[src/rtl/uart_frame_parser.sv]
// rtl/uart_frame_parser.sv - SOF/LEN/payload/CHK frame parser replaying good payloads as a ready/valid stream
module uart_frame_parser #(
  parameter logic [7:0] SOF            = 8'hA5,
  parameter int         MAX_LEN        = 16,
  parameter int         TIMEOUT_CYCLES = 1000000
) (
  input  logic       clk,
  input  logic       reset,
  input  logic [7:0] rx_data,
  input  logic       rx_valid,
  output logic [7:0] out_data,
  output logic       out_valid,
  input  logic       out_ready,
  output logic       out_last,
  output logic       frame_ok,
  output logic       err_len,
  output logic       err_chk,
  output logic       err_timeout,
  output logic       err_overrun
);

  localparam int IW = (MAX_LEN > 1) ? $clog2(MAX_LEN) : 1;
  localparam int TW = $clog2(TIMEOUT_CYCLES + 1);

  typedef enum logic [2:0] {HUNT, GET_LEN, GET_PAY, GET_CHK, EMIT} state_t;

  state_t         state, state_n;
  logic           rx_prev;
  logic [7:0]     len, idx, rd_idx, acc;
  logic [TW-1:0]  tmo_cnt;
  logic [7:0]     buf_mem [2**IW];

  logic byte_ev, in_frame, timed_out;
  logic frame_ok_n, err_len_n, err_chk_n, err_timeout_n, err_overrun_n;
  logic load_len, store_pay, start_emit, emit_adv;

  // rx_valid is a level; only its rising edge is a new byte
  assign byte_ev   = rx_valid & ~rx_prev;
  assign in_frame  = (state == GET_LEN) || (state == GET_PAY) || (state == GET_CHK);
  assign timed_out = in_frame && !byte_ev && (tmo_cnt == TW'(TIMEOUT_CYCLES));

  assign out_valid = (state == EMIT);
  assign out_data  = out_valid ? buf_mem[rd_idx[IW-1:0]] : 8'd0;
  assign out_last  = out_valid && (rd_idx == len - 8'd1);

  always_comb begin
    state_n       = state;
    frame_ok_n    = 1'b0;
    err_len_n     = 1'b0;
    err_chk_n     = 1'b0;
    err_timeout_n = 1'b0;
    err_overrun_n = 1'b0;
    load_len      = 1'b0;
    store_pay     = 1'b0;
    start_emit    = 1'b0;
    emit_adv      = 1'b0;
    case (state)
      HUNT: begin
        if (byte_ev && rx_data == SOF) state_n = GET_LEN;
      end
      GET_LEN: begin
        if (byte_ev) begin
          if (rx_data == 8'd0 || {24'd0, rx_data} > 32'(MAX_LEN)) begin
            err_len_n = 1'b1;
            state_n   = HUNT;
          end else begin
            load_len = 1'b1;
            state_n  = GET_PAY;
          end
        end else if (timed_out) begin
          err_timeout_n = 1'b1;
          state_n       = HUNT;
        end
      end
      GET_PAY: begin
        if (byte_ev) begin
          store_pay = 1'b1;
          if (idx == len - 8'd1) state_n = GET_CHK;
        end else if (timed_out) begin
          err_timeout_n = 1'b1;
          state_n       = HUNT;
        end
      end
      GET_CHK: begin
        if (byte_ev) begin
          if (rx_data == acc) begin
            frame_ok_n = 1'b1;
            start_emit = 1'b1;
            state_n    = EMIT;
          end else begin
            err_chk_n = 1'b1;
            state_n   = HUNT;
          end
        end else if (timed_out) begin
          err_timeout_n = 1'b1;
          state_n       = HUNT;
        end
      end
      EMIT: begin
        // Incoming bytes cannot be buffered while replaying, so they are dropped
        err_overrun_n = byte_ev;
        emit_adv      = out_ready;
        if (out_ready && out_last) state_n = HUNT;
      end
      default: state_n = HUNT;
    endcase
  end

  always_ff @(posedge clk or posedge reset) begin
    if (reset) begin
      state       <= HUNT;
      rx_prev     <= 1'b1;
      frame_ok    <= 1'b0;
      err_len     <= 1'b0;
      err_chk     <= 1'b0;
      err_timeout <= 1'b0;
      err_overrun <= 1'b0;
      len         <= 8'd0;
      idx         <= 8'd0;
      rd_idx      <= 8'd0;
      acc         <= 8'd0;
      tmo_cnt     <= '0;
    end else begin
      state       <= state_n;
      rx_prev     <= rx_valid;
      frame_ok    <= frame_ok_n;
      err_len     <= err_len_n;
      err_chk     <= err_chk_n;
      err_timeout <= err_timeout_n;
      err_overrun <= err_overrun_n;
      if (load_len) begin
        len <= rx_data;
        acc <= rx_data;
        idx <= 8'd0;
      end
      if (store_pay) begin
        acc <= acc ^ rx_data;
        idx <= idx + 8'd1;
      end
      if (start_emit) rd_idx <= 8'd0;
      if (emit_adv)   rd_idx <= rd_idx + 8'd1;
      if (!in_frame || byte_ev || state_n != state) tmo_cnt <= '0;
      else                                          tmo_cnt <= tmo_cnt + TW'(1);
    end
  end

  always_ff @(posedge clk) begin
    if (store_pay) buf_mem[idx[IW-1:0]] <= rx_data;
  end

endmodule
[config.mk]
export PLATFORM = sky130hd
export DESIGN_NAME = uart_frame_parser
export DESIGN_NICKNAME = d
export VERILOG_FILES = /design/src/rtl/uart_frame_parser.sv
export SDC_FILE = /design/constraint.sdc
export NUM_CORES = 1
export LEC_CHECK = 0
export CAP_MARGIN = 0
export CORE_MARGIN = 10
export CORE_UTILIZATION = 45
export CTS_BUF_LIST = sky130_fd_sc_hd__clkbuf_16
export DETAILED_ROUTE_END_ITERATION = 10
export GPL_ROUTABILITY_DRIVEN = 0
export SETUP_SLACK_MARGIN = 0.15
export SYNTH_ARGS = -nofsm -noshare
export SYNTH_HDL_FRONTEND = slang
export SYNTH_SLANG_ARGS = --single-unit
[constraint.sdc]
create_clock -name clk -period 3.54 [get_ports clk]
set_input_delay 0.708 -clock clk [delete_from_list [all_inputs] [get_ports clk]]
set_output_delay 0.708 -clock clk [all_outputs]
set_load 0.05 [all_outputs]
# Yosys cells after proc, flatten, opt, wreduce, memory -nomap -nowiden
# Memory sizes are Yosys's and may differ from the RTL's.
# Cells that the tools add are included.
[totals]
memories = 1
ram_bits = 128
reg_bits = 61
output_inout_bits = 15
[classes]
bitwise_logic = 3
magnitude_cmp = 1
addsub = 4
n_reduce_logical = 17
eq_ne = 10
mux = 39
[memory_table]
columns = ["memory", "words", "width", "read_ports", "rd_clocked_by_memory_dff", "write_ports", "line", "rtl"]
rows = [
  ["buf_mem", 16, 8, 1, 0, 1, "31", "logic [7:0] buf_mem [2**IW];"],
]
[op_table]
columns = ["cell", "count"]
rows = [
  ["8-bit two-way mux", 7],
  ["8-bit equality test", 3],
  ["3-bit two-way mux", 8],
  ["1-bit two-way mux", 21],
  ["20-bit by 1-bit adder with 20-bit output, second input constant", 1],
  ["20-bit equality test, second input constant", 1],
  ["20-bit two-way mux", 1],
  ["8-bit by 1-bit adder with 8-bit output, second input constant", 2],
  ["3-bit case mux with 5 select lines", 1],
  ["8-bit equality test, second input constant", 1],
  ["8-bit by 5-bit > comparator with 1-bit output, second input constant", 1],
  ["8-bit zero test", 1],
  ["8-bit by 1-bit subtractor with 8-bit output, second input constant", 1],
  ["8-bit XOR", 1],
  ["3-bit by 2-bit equality test with 1-bit output, second input constant", 2],
  ["1-bit logical AND", 5],
  ["1-bit logical OR", 5],
  ["2-bit nonzero test", 2],
  ["3-bit by 1-bit equality test with 1-bit output, second input constant", 1],
  ["3-bit equality test, second input constant", 1],
  ["3-bit zero test", 1],
  ["3-bit inequality test", 1],
  ["3-bit OR reduction", 1],
  ["1-bit zero test", 2],
  ["3 further kinds", 3],
]

# Longest topological paths before layout
[depth]
word_depth = 11
ltp_mapped = 9
ltp_nobuf = 7

# Worst setup path before layout
# Ideal clock, no wire load.
[synth_path]
path_kind = "register to output"
startpoint = "register len[0]"
endpoint = "output port out_last"
path_slack_ns = 0.374
n_path_buf = 2
t_arrival_ns = 2.458
path_stages_with_launch = 10
cell_sequence = "dfrtp_1 -> clkbuf_1 -> inv_1 -> ha_1 -> clkbuf_1 -> nor3b_1 -> a21oi_1 -> or4b_1 -> nor2_1 -> and4b_1"
[synth_via]
elab_chain_cells = 3
[synth_lines]
columns = ["item", "line", "rtl"]
rows = [
  ["from (decl)", "29", "logic [7:0] len, idx, rd_idx, acc;"],
  ["from (signal assigned)", "132", "len <= rx_data;"],
  ["8-bit by 1-bit subtractor with 8-bit output", "44", "assign out_last = out_valid && (rd_idx == len - 8'd1);"],
  ["8-bit equality test", "44", ""],
  ["1-bit logical AND", "44", ""],
  ["to (decl)", "14", "output logic out_last,"],
]
# Every way passes these cells.

# Final worst setup path
[layout_path]
startpoint = "register rd_idx[0]"
endpoint = "output port out_data[6]"
[layout_via]
elab_chain_cells = 2
[layout_lines]
columns = ["item", "line", "rtl"]
rows = [
  ["from (decl)", "29", ""],
  ["from (signal assigned)", "141", "if (emit_adv) rd_idx <= rd_idx + 8'd1;"],
  ["memory read 16 x 8 bit", "-", ""],
  ["8-bit two-way mux", "43", "assign out_data = out_valid ? buf_mem[rd_idx[IW-1:0]] : 8'd0;"],
  ["to (decl)", "11", "output logic [7:0] out_data,"],
]
# Every way passes these cells.

==> flow_summary_export.csv <==
group,metric,value,unit
layout,diodes,0,
setup_path,cp.required,2830,ps
floorplan,die-area,24700,µm²
clock_network,clk_path_buf_depth,2,
drt,route.detailed.drc,0,
setup_path,worstReg2RegStart,"tmo_cnt[5]",
logic_synthesis,synth.distinct_cells,54,
logic_synthesis,synth_fp_nets,627,
drt,via_per_inst,5.66,
layout,final_nets,668,
timing,fin_setup_tns,0,ps
timing,hold_violations,0,
timing,slew_headroom,55.9,%
setup_path,crit_top_cell,"mux4_2",
layout,fin_util,52.5,%
worst_hold_path,hp-start,"acc[7]",
timing,period_minus_slack,3300,ps
worst_hold_path,hold_end,"acc[7]",
drt,avgRoutedWirePerCell,20.8,µm
power_and_ir_drop,pwr-share-seq,41.2,%
clock_network,numCtsBuffers,17,
clock_network,cts_tree,"yes",
power_and_ir_drop,power_frac_comb,27.9,%
clock_network,clkSlewWorstSetupHoldPaths,70,ps
logic_synthesis,synth-seq-area-share,63.3,%
grt,grt_max_degree,37,
floorplan,coreArea,18600,µm²
place,hpwl,12.5,mm
drt,num_vias,5070,
place,pre_cts_slack,456,ps
drt,drt-pass1-iter-count,5,
floorplan,ios,27,
place,io_buffers,26,
layout,drive_gt1_share,20.0,%
logic_synthesis,avgSynthCellArea,14.0,µm²
timing,fin_skew,7.43,ps
logic_synthesis,synth_area,8480,µm²
grt,grt_usage,15.5,%
timing,final_max_slew_viol_count,0,
logic_synthesis,netlist.area_leader.share,45.3,%
timing,rsz0062_at_grt,"false",
logic_synthesis,synth_top_cell_by_area,"edfxtp_1",
clock_network,cts.htree.levels,4,
logic_synthesis,async_flop_share,32.3,%
timing,hold_slack,490,ps
drt,drtAntennaViolNets,0,
logic_synthesis,synth_common_cells,"edfxtp_1 (128), dfrtp_1 (60), nor2_1 (58)",
logic_synthesis,synth.most_common_cell,"edfxtp_1",
floorplan,rows,50,
layout,area_growth,15.3,%
logic_synthesis,synth_edf_count,128,
logic_synthesis,yosysWarningCount,0,
clock_network,clk_latency,440,ps
setup_path,worstPathMaxFanout,18,
logic_synthesis,ys_ff_latch,189,
timing,fmax,0.303,GHz
logic_synthesis,ys_top_cells_by_area,"edfxtp_1 (45%), dfrtp_1 (18%), mux4_2 (11%)",
setup_path,worstRegToRegCells,5,
floorplan,die-height,157,µm
setup_path,path_cells,"buf_16 > mux4_2 > mux4_2 > and2_1 > buf_4",
power_and_ir_drop,clkPwrFrac,30.9,%
timing,finalSetupViolCount,0,
power_and_ir_drop,power_density,612,nW/µm²
drt,dr.first_iter.drc_count,395,
setup_path,critPathSlowestCell,"mux4_2",
run,cap_violations,0,
timing,setup_ws,242,ps
timing,period_share,93.2,%
power_and_ir_drop,p_sw_share,31.8,%
clock_network,cts.sinks,189,
timing,worst_pin_slew,661,ps
setup_path,slowest_delay,580,ps
logic_synthesis,syn_inst,607,
worst_hold_path,hold_class,"flop to flop",
power_and_ir_drop,ir_drop,0.345,mV
clock_network,cts_root_buf,"clkbuf_16",
setup_path,critical_path_arrival,2590,ps
layout,nFillCells,1541,
power_and_ir_drop,total_power,5.98,mW
drt,drt_wl_total,18.6,mm
floorplan,die_w,157,µm
setup_path,rr_endpoint,"tmo_cnt[6]",
grt,grt_pass1_vias,5157,
grt,grt_pass1_wl,28.9,mm
floorplan,start_util,45.5,%
setup_path,worst_setup_path_start_kind,"flop",
setup_path,worstSetupEndpointType,"output pin",
grt,overflow,0,
logic_synthesis,synth_flop_cell,"edfxtp_1",
power_and_ir_drop,internal-power,4.08,mW
power_and_ir_drop,power_switching,1.90,mW
grt,antenna_found_initial,0,
outcome,outcome,"finished, final reports clean",
power_and_ir_drop,leakagePower,3.50,nW
setup_path,rrSetupSlack,1070,ps
setup_path,crit_type,"flop to output pin",
worst_hold_path,hold_depth,1,
registers in the layout (all words and copies together) (netlist names):
signal and cells:
frame_ok 1, rd_idx 8, err_timeout 1, buf_mem 128, err_overrun 1, acc 8, idx 8, tmo_cnt 20
err_len 1, rx_prev 1, err_chk 1, state 3, len 8
power by group through the flow:
stage | registers, mW | logic, mW | clock network [mW]
6_report | 2.47 | 1.67 | 1.85
5_1_grt | 2.47 | 1.77 | 1.97
4_1_cts | 2.45 | 1.66 | 1.88
3_5_place_dp | 2.50 | 1.66 | 0
3_3_place_gp | 2.50 | 1.64 | 0
2_1_floorplan | 2.48 | 1.19 | 0
layout by cell type, fill, tap and decap left out, types with 17 or more instances in the layout:
cell             count
buf_4               38
clkbuf_16           18
clkdlybuf4s50_1     17
dfrtp_1             57
edfxtp_1           128
inv_1               22
mux4_2              40
nand2_1             39
nand3_1             22
nor2_1              58
nor3_1              17
xnor2_1             33
xor2_1              17
routing by layer:
layer  up-vias  routed length (µm)  track usage, %
met4         0                 386            5.83
li1       2333                   -               -
met3        24                 655            3.06
met2        91                9510            26.1
met5         -                   0               0
met1      2622                8040            19.4
how the worst max path moves through the flow:
stage	start	slack [ps]	to
2_1_floorplan	len[0]	370	out_last
3_3_place_gp	len[0]	540	out_last
3_5_place_dp	len[0]	460	out_last
4_1_cts	len[0]	150	out_last
5_1_grt	len[3]	150	out_last
6_report	rd_idx[0]	240	out_data[6]
cells by family (layout without fill, tap and decap cells):
group	count (synthesis)	in the layout	share of synthesized area (%)
mux	46	46	11.3
compound gates	55	55	3.97
buf+inv	60	114	2.91
simple gates	198	198	11.9
xor+xnor	51	51	5.43
flops	189	189	63.3
fa+ha+maj	8	8	1.18
cell type report:
cell class              count  area, µm²  share of cell area, %
multi-input cells         358       2910                   29.8
well taps                 234        293                   2.99
repair buffers             58        528                   5.40
clock buffers              17        425                   4.35
flip-flops and latches    189       5380                   55.0
clock inverters            15        156                   1.60
inverters                  24       90.1                  0.921
stage by stage:
stage	area, µm²	cells
after floorplan	8480	607
after global placement	9110	861
after detailed placement	9110	861
after CTS	9710	893
after global routing	9780	895
final	9780	895
timing repair:
| action | 4_1_cts | 5_1_grt |
|---|---|---|
| buffers inserted | 0 | 1 |
| hold buffers | 0 | 0 |
| endpoints found under the hold margin | 0 | 0 |
| cloned | 0 | 1 |
| gates resized for setup | 3 | 8 |
| setup endpoints to repair | 1 | 3 |
worst max-delay path: cells and delay by family (launching register included):
kind / cells / cell delay (ps)
AND/OR/NAND/NOR: 1 / 170
multiplexers: 2 / 1090
flip-flops: 1 / 470
buffers and inverters: 2 / 390
No activity file was read; power rests on OpenSTA's default activity.
